### config.mk
export PLATFORM = sky130hd
export DESIGN_NAME = exp2_unit
export DESIGN_NICKNAME = d
export VERILOG_FILES = /design/src/rtl/exp2_pkg.sv /design/src/rtl/exp2_lut.sv /design/src/rtl/exp2_unit.sv
export SDC_FILE = /design/constraint.sdc
export NUM_CORES = 2
export LEC_CHECK = 0
export CAP_MARGIN = 10
export CORE_ASPECT_RATIO = 0.8
export CORE_MARGIN = 4
export CORE_UTILIZATION = 48
export CTS_BUF_LIST = sky130_fd_sc_hd__clkbuf_8
export DETAILED_ROUTE_END_ITERATION = 16
export GPL_ROUTABILITY_DRIVEN = 0
export PLACE_DENSITY = 0.73
export SYNTH_ARGS = -nofsm -noshare
export SYNTH_HDL_FRONTEND = slang
export SYNTH_HIERARCHICAL = 1
export SYNTH_SLANG_ARGS = --single-unit
### constraint.sdc
create_clock -name clk -period 20.2 [get_ports clk]
set_input_delay 6.06 -clock clk [delete_from_list [all_inputs] [get_ports clk]]
set_output_delay 6.06 -clock clk [all_outputs]
set_load 0.05 [all_outputs]
### src/rtl/exp2_pkg.sv
// exp2_unit shared definitions: FSM states, special-case codes,
// Q-format widths, float constants and the 2^(k/16) base table.
package exp2_pkg;

    localparam int K_W    = 4;
    localparam int SEG_W  = 19;
    localparam int FRAC_W = 23;
    localparam int MAN_W  = 24;
    localparam int FIX_W  = 31;
    localparam int PROD_W = MAN_W + SEG_W;

    localparam logic [31:0] QNAN = 32'h7FC0_0000;
    localparam logic [31:0] PINF = 32'h7F80_0000;
    localparam logic [31:0] ONE  = 32'h3F80_0000;

    localparam logic [7:0] BIAS    = ONE[30:23];
    localparam logic [7:0] SAT_EXP = 8'd134;

    typedef enum logic [2:0] {
        S_IDLE,
        S_UNPACK,
        S_LOOKUP,
        S_MAC,
        S_PACK,
        S_HOLD
    } state_e;

    typedef enum logic [1:0] {
        SP_NONE,
        SP_NAN,
        SP_OVF,
        SP_UNF
    } spec_e;

    // 2^(k/16) in Q1.23, rounded to nearest; entry 16 is 2.0
    localparam logic [24:0] BASE [17] = '{
        25'd8388608,  25'd8760003,  25'd9147842,  25'd9552851,
        25'd9975792,  25'd10417458, 25'd10878679, 25'd11360319,
        25'd11863283, 25'd12388516, 25'd12937002, 25'd13509772,
        25'd14107901, 25'd14732511, 25'd15384775, 25'd16065917,
        25'd16777216
    };

endpackage

### src/rtl/exp2_lut.sv
// exp2_unit segment ROM: fraction bits of base[k] and the
// slope base[k+1]-base[k] for the linear interpolation.
module exp2_lut
    import exp2_pkg::*;
(
    input  logic [K_W-1:0]    k_i,
    output logic [FRAC_W-1:0] base_frac_o,
    output logic [MAN_W-1:0]  slope_o
);

    logic [K_W:0] k_lo;
    logic [K_W:0] k_hi;

    assign k_lo = {1'b0, k_i};
    assign k_hi = k_lo + 5'd1;

    // base[k] always lies in [1,2): the integer bit is implied
    assign base_frac_o = FRAC_W'(BASE[k_lo]);
    assign slope_o     = MAN_W'(BASE[k_hi] - BASE[k_lo]);

endmodule

### src/rtl/exp2_unit.sv
// 2^t for IEEE-754 single t via 16-segment linear interpolation.
// Define EXP2_ROUND_EN to round the interpolation term to nearest.
module exp2_unit
    import exp2_pkg::*;
(
    input  logic        clk,
    input  logic        rst,
    input  logic        in_valid,
    output logic        in_ready,
    input  logic [31:0] in_data,
    output logic        out_valid,
    input  logic        out_ready,
    output logic [31:0] out_data,
    output logic        ovf,
    output logic        unf
);

    state_e state_q, state_d;

    logic [31:0]       op_q;
    spec_e             spec_q, spec_d;
    logic [7:0]        n_q, n_d;
    logic [FRAC_W-1:0] f_q, f_d;
    logic [FRAC_W-1:0] bfrac_q;
    logic [MAN_W-1:0]  slope_q;
    logic [FRAC_W-1:0] mfrac_q, mfrac_d;
    logic [31:0]       data_q, data_d;
    logic              ovf_q, ovf_d;
    logic              unf_q, unf_d;

    logic [FRAC_W-1:0] lut_base;
    logic [MAN_W-1:0]  lut_slope;

    logic              sgn;
    logic [7:0]        ex;
    logic [MAN_W-1:0]  man;
    logic [FIX_W-1:0]  mag;
    logic [FIX_W-1:0]  fx;

    logic [PROD_W-1:0] prod;
    logic [MAN_W-1:0]  term;
    logic [MAN_W-1:0]  sum;

    logic signed [8:0] ebias;

    assign in_ready  = (state_q == S_IDLE);
    assign out_valid = (state_q == S_HOLD);
    assign out_data  = data_q;
    assign ovf       = ovf_q;
    assign unf       = unf_q;

    always_comb begin
        state_d = state_q;
        unique case (state_q)
            S_IDLE:   if (in_valid) state_d = S_UNPACK;
            S_UNPACK: state_d = S_LOOKUP;
            S_LOOKUP: state_d = S_MAC;
            S_MAC:    state_d = S_PACK;
            S_PACK:   state_d = S_HOLD;
            S_HOLD:   if (out_ready) state_d = S_IDLE;
            default:  state_d = S_IDLE;
        endcase
    end

    assign sgn = op_q[31];
    assign ex  = op_q[30:23];
    assign man = {1'b1, op_q[22:0]};

    // signed Q8.23: n is the floor, f the non-negative remainder
    always_comb begin
        mag = '0;
        if (ex == 8'd0) begin
            mag = '0;
        end else if (ex >= BIAS) begin
            mag = FIX_W'(man) << (ex - BIAS);
        end else if ((BIAS - ex) < 8'd24) begin
            mag = FIX_W'(man >> (BIAS - ex));
        end
        fx  = sgn ? -mag : mag;
        n_d = fx[FIX_W-1:FRAC_W];
        f_d = fx[FRAC_W-1:0];
        spec_d = SP_NONE;
        if (ex == 8'hFF && op_q[22:0] != '0) begin
            spec_d = SP_NAN;
        end else if (ex >= SAT_EXP) begin
            spec_d = sgn ? SP_UNF : SP_OVF;
        end
    end

    exp2_lut u_lut (
        .k_i         (f_q[FRAC_W-1 -: K_W]),
        .base_frac_o (lut_base),
        .slope_o     (lut_slope)
    );

    always_comb begin
        prod = PROD_W'(slope_q) * PROD_W'(f_q[SEG_W-1:0]);
`ifdef EXP2_ROUND_EN
        term = MAN_W'((prod + (PROD_W'(1) << (SEG_W - 1))) >> SEG_W);
`else
        term = MAN_W'(prod >> SEG_W);
`endif
        sum = {1'b0, bfrac_q} + term;
        // a carry out means m reached 2.0; clamp just below it
        mfrac_d = sum[MAN_W-1] ? '1 : sum[FRAC_W-1:0];
    end

    always_comb begin
        ebias  = $signed({n_q[7], n_q}) + $signed({1'b0, BIAS});
        data_d = {1'b0, ebias[7:0], mfrac_q};
        ovf_d  = 1'b0;
        unf_d  = 1'b0;
        unique case (spec_q)
            SP_NAN: data_d = QNAN;
            SP_OVF: begin
                data_d = PINF;
                ovf_d  = 1'b1;
            end
            SP_UNF: begin
                data_d = '0;
                unf_d  = 1'b1;
            end
            SP_NONE: begin
                if (ebias <= 9'sd0) begin
                    data_d = '0;
                    unf_d  = 1'b1;
                end else if (ebias >= 9'sd255) begin
                    data_d = PINF;
                    ovf_d  = 1'b1;
                end
            end
            default: data_d = '0;
        endcase
    end

    always_ff @(posedge clk) begin
        if (rst) begin
            state_q <= S_IDLE;
            op_q    <= '0;
            spec_q  <= SP_NONE;
            n_q     <= '0;
            f_q     <= '0;
            bfrac_q <= '0;
            slope_q <= '0;
            mfrac_q <= '0;
            data_q  <= '0;
            ovf_q   <= 1'b0;
            unf_q   <= 1'b0;
        end else begin
            state_q <= state_d;
            if (state_q == S_IDLE && in_valid) begin
                op_q <= in_data;
            end
            if (state_q == S_UNPACK) begin
                n_q    <= n_d;
                f_q    <= f_d;
                spec_q <= spec_d;
            end
            if (state_q == S_LOOKUP) begin
                bfrac_q <= lut_base;
                slope_q <= lut_slope;
            end
            if (state_q == S_MAC) begin
                mfrac_q <= mfrac_d;
            end
            if (state_q == S_PACK) begin
                data_q <= data_d;
                ovf_q  <= ovf_d;
                unf_q  <= unf_d;
            end
        end
    end

endmodule

==> metrics.md <==
| Metric | Value |
|---|---|
| Crit-path max FO | 25 |
| Syn Inst Count | 3630 |
| Slew Viols, Final | 0 |
| Design Area, Final | 30610 sq um |
| Dpl ws | 9.916 ns |
| Hold Path Origin | op_q[25]$_SDFFE_PP0P_ |
| TritonRoute pass-1 iters | 6 |
| Critical register-to-register path startpoint | f_q[12]$_SDFFE_PP0P_ |
| Post-cts sizing count | 0 |
| RSZ-0062 raised after global routing | false |
| Die area | 64980 sq um |
| Vias in the first global route | 24404 |
| Number of enable-type register cells in the synthesized netlist | 0 |
| Largest net degree at the start of global routing | 86 |
| Fin crit period | 10.48 ns |
| Die span in y | 228.8 um |
| Sequential-to-total area share from yosys stat | 0.1170 |
| Synth top area cells | fa_1, dfxtp_1, ha_1 |
| TritonCTS clock tree | built |
| Setup CP Type | reg2reg |
| Commonest non-fill, non-tap cell in the layout | nand2_1 |
| Setup TNS | 0 ns |
| Critical path's slowest cell | dfxtp_1 |
| Post-synthesis async set-or-reset flop share | 0 |
| Row cnt | 80 |
| Max Fclk | 0.09539 GHz |
| Die Wd | 284 um |
| Number of CTS-inserted buffers | 17 |
| Hold Path Stages | 2 |
| Crit path DAT | 10.89 ns |
| CTS Root Cell | clkbuf_8 |
| Reg2reg setup slack | 9.72 ns |
| Placeable Area | 59960 sq um |
| Reg-to-reg critical path endpoint | mfrac_q[12]$_SDFFE_PP0N_ |
| Pleak | 13.61 nW |
| First-pass GRT wire length | 135500 um |
| Hold Fails Final Rpt | 0 |
| Most frequent cells in the layout | nand2_1, inv_1, fa_1 |
| Clock power frac | 0.214 |
| Via/cell ratio | 5.863 |
| Power per Cell Area | 41.64 nW/um^2 |
| Seq cells post-synth | 171 |
| Worst r2r path cells | 31 |
| Worst Hold Path EP | op_q[25]$_SDFFE_PP0P_ |
| Max incr delay on CP | 1.08 ns |
| Max-cap violations | 0 |
| Initial antenna violation count | 2 |
| Pint | 0.6906 mW |
| CTS Hold Bufs | 0 |
| Max IR drop VDD | 53.46 uV |
| Layout Area Growth over Synthesis | 4.645% |
| WL/cell | 19.48 um |
| Number of synthesis warnings | 6 |
| Syn nets | 4240 |
| Yosys cell types | 118 |
| Post-Route WL | 83940 um |
| Filler cells | 5691 |
| Post-CTS setup buffers | 0 |
| DRC Markers | 0 |
| TritonCTS sink count | 171 |
| Worst path most repeated cell | fa_1 |
| Cell Area, Synth | 29250 sq um |
| Clock skew | 0.02622 ns |
| Post-synth top area cell | fa_1 |
| PortBufs | 70 |
| Sw Ratio | 0.4581 |
| Post-Place Cell Area | 30190 sq um |
| Layout cell share with drive strength beyond 1 | 0.05611 |
| Ys flop type | dfxtp_1 |
| Mean Syn Cell Area | 8.058 sq um |
| H-Tree Level Count | 4 |
| Overall routing resource usage | 0.2592 |
| Max-slew headroom | 0.2019 |
| GRT Residual Overflow | 0 |
| Final setup margin | 9.717 ns |
| Startpoint class of the critical path | flop |
| Initial Util | 0.4879 |
| Final setup vio count | 0 |
| Status | completed |
| DRT antenna net count | 0 |
| Slew @ Worst Pin | 1.197 ns |
| Clk slew on worst S/H paths | 0.11 ns |
| Seq pwr share | 0.327 |
| HP Class | reg2reg |
| Drt initial violations | 2868 |
| Critical Path Sink Type | flop |
| Skew-Pair Late Insertion Delay | 0.61 ns |
| Routed vias | 25269 |
| Clock Path Buffers | 2 |
| Psw | 0.5838 mW |
| Comb pwr share | 0.459 |
| Top-area cell type share of the netlist area | 0.2560 |
| Nets | 4126 |
| Critical Path RT | 20.61 ns |
| IO Pins | 72 |
| Final cycle utilization of the critical path | 0.5190 |
| DP HPWL | 65280 um |
## Yosys cell counts, drive strengths merged, types with 21 or more instances
library cell / count
clkbuf: 179
mux2: 26
mux4: 23
nor3: 59
xnor2: 61
o21ai: 84
mux2i: 57
a311oi: 29
a21o: 33
a22o: 24
and2: 213
xor2: 36
buf: 75
nand3: 52
nand2: 575
a21oi: 213
o211ai: 25
ha: 200
fa: 374
a31oi: 30
dfxtp: 171
inv: 527
nor2: 183
a211oi: 45
nand4: 21
## final cells by class
cell class	count	area, sq um	share of cell area
inverter	528	1982	0.06475
timing repair buffer	121	1081	0.03532
tap	779	974.7	0.03184
sequential	171	3431	0.1121
clock inverter	12	136.4	0.004455
antenna	2	5.005	0.0001635
clock buffer	20	275.3	0.008992
multi-input combinational	2677	22730	0.7424
## flip-flops by register name, indices dropped and copies added (netlist names)
register and flops:
op_q 32, n_q 8, ovf 1, slope_q 24, state_q 3, bfrac_q 23, mfrac_q 23, spec_q 2
unf 1, out_data 31, f_q 23
## power by group through the flow
stage / registers (mW) / clock network, mW / logic, mW
3_3_place_gp: 0.420 / 0 / 0.560
3_5_place_dp: 0.421 / 0 / 0.566
2_1_floorplan: 0.382 / 0 / 0.458
5_1_grt: 0.420 / 0.292 / 0.635
6_report: 0.416 / 0.273 / 0.586
4_1_cts: 0.414 / 0.279 / 0.570
## critical path: cells and delay by family, from the launching register on
family,cells,cell delay (ns)
adder cells (fa/ha/maj),8,3.67
XOR/XNOR,1,0.48
flip-flops,1,1.08
AND/OR/NAND/NOR,6,1.26
AO/OA/AOI/OAI,12,3.25
buffers and inverters,4,0.49
## stage by stage
stage,hold slack (ns),utilization,power [mW],std cells
floorplan,0.4406,-,0.8404,3630
global placement,0.4429,0.5036,0.9810,4276
detailed placement,0.4479,0.5036,0.9874,4276
CTS,0.4638,0.5105,1.262,4308
global route,0.4867,0.5105,1.348,4309
finish,0.4631,0.5105,1.274,4310
## metal layers
metal  vias up  wire length [um]  GRT usage
li1      11671                 -          -
met3       166              9540    0.08275
met1     12198             37200     0.3752
met2      1232             34860     0.3722
met5         -                13          0
met4         2              2322    0.07208
## worst max path at each step
| stage | from | end | cells after the start |
|---|---|---|---|
| floorplan | f_q[10]$_SDFFE_PP0P_ | mfrac_q[2]$_SDFFE_PP0N_ | 36 |
| global placement | f_q[11]$_SDFFE_PP0P_ | mfrac_q[16]$_SDFFE_PP0N_ | 33 |
| detailed placement | f_q[4]$_SDFFE_PP0P_ | mfrac_q[6]$_SDFFE_PP0N_ | 31 |
| CTS | f_q[11]$_SDFFE_PP0P_ | mfrac_q[12]$_SDFFE_PP0N_ | 31 |
| global route | f_q[11]$_SDFFE_PP0P_ | mfrac_q[5]$_SDFFE_PP0N_ | 31 |
| finish | f_q[12]$_SDFFE_PP0P_ | mfrac_q[12]$_SDFFE_PP0N_ | 31 |
## cells by family (layout without fill, tap and decap cells)
group | Yosys count | after routing | synth area share
buffers and inverters | 782 | 681 | 0.1071
AND/OR/NAND/NOR | 1232 | 1232 | 0.1992
adder cells (fa/ha/maj) | 574 | 574 | 0.3415
flip-flops | 171 | 171 | 0.1170
multiplexers | 106 | 106 | 0.04761
XOR/XNOR | 97 | 97 | 0.03161
AO/OA/AOI/OAI | 667 | 667 | 0.1559
other | 1 | 3 | 0.0001282
No activity file was read; power rests on OpenSTA's default activity.
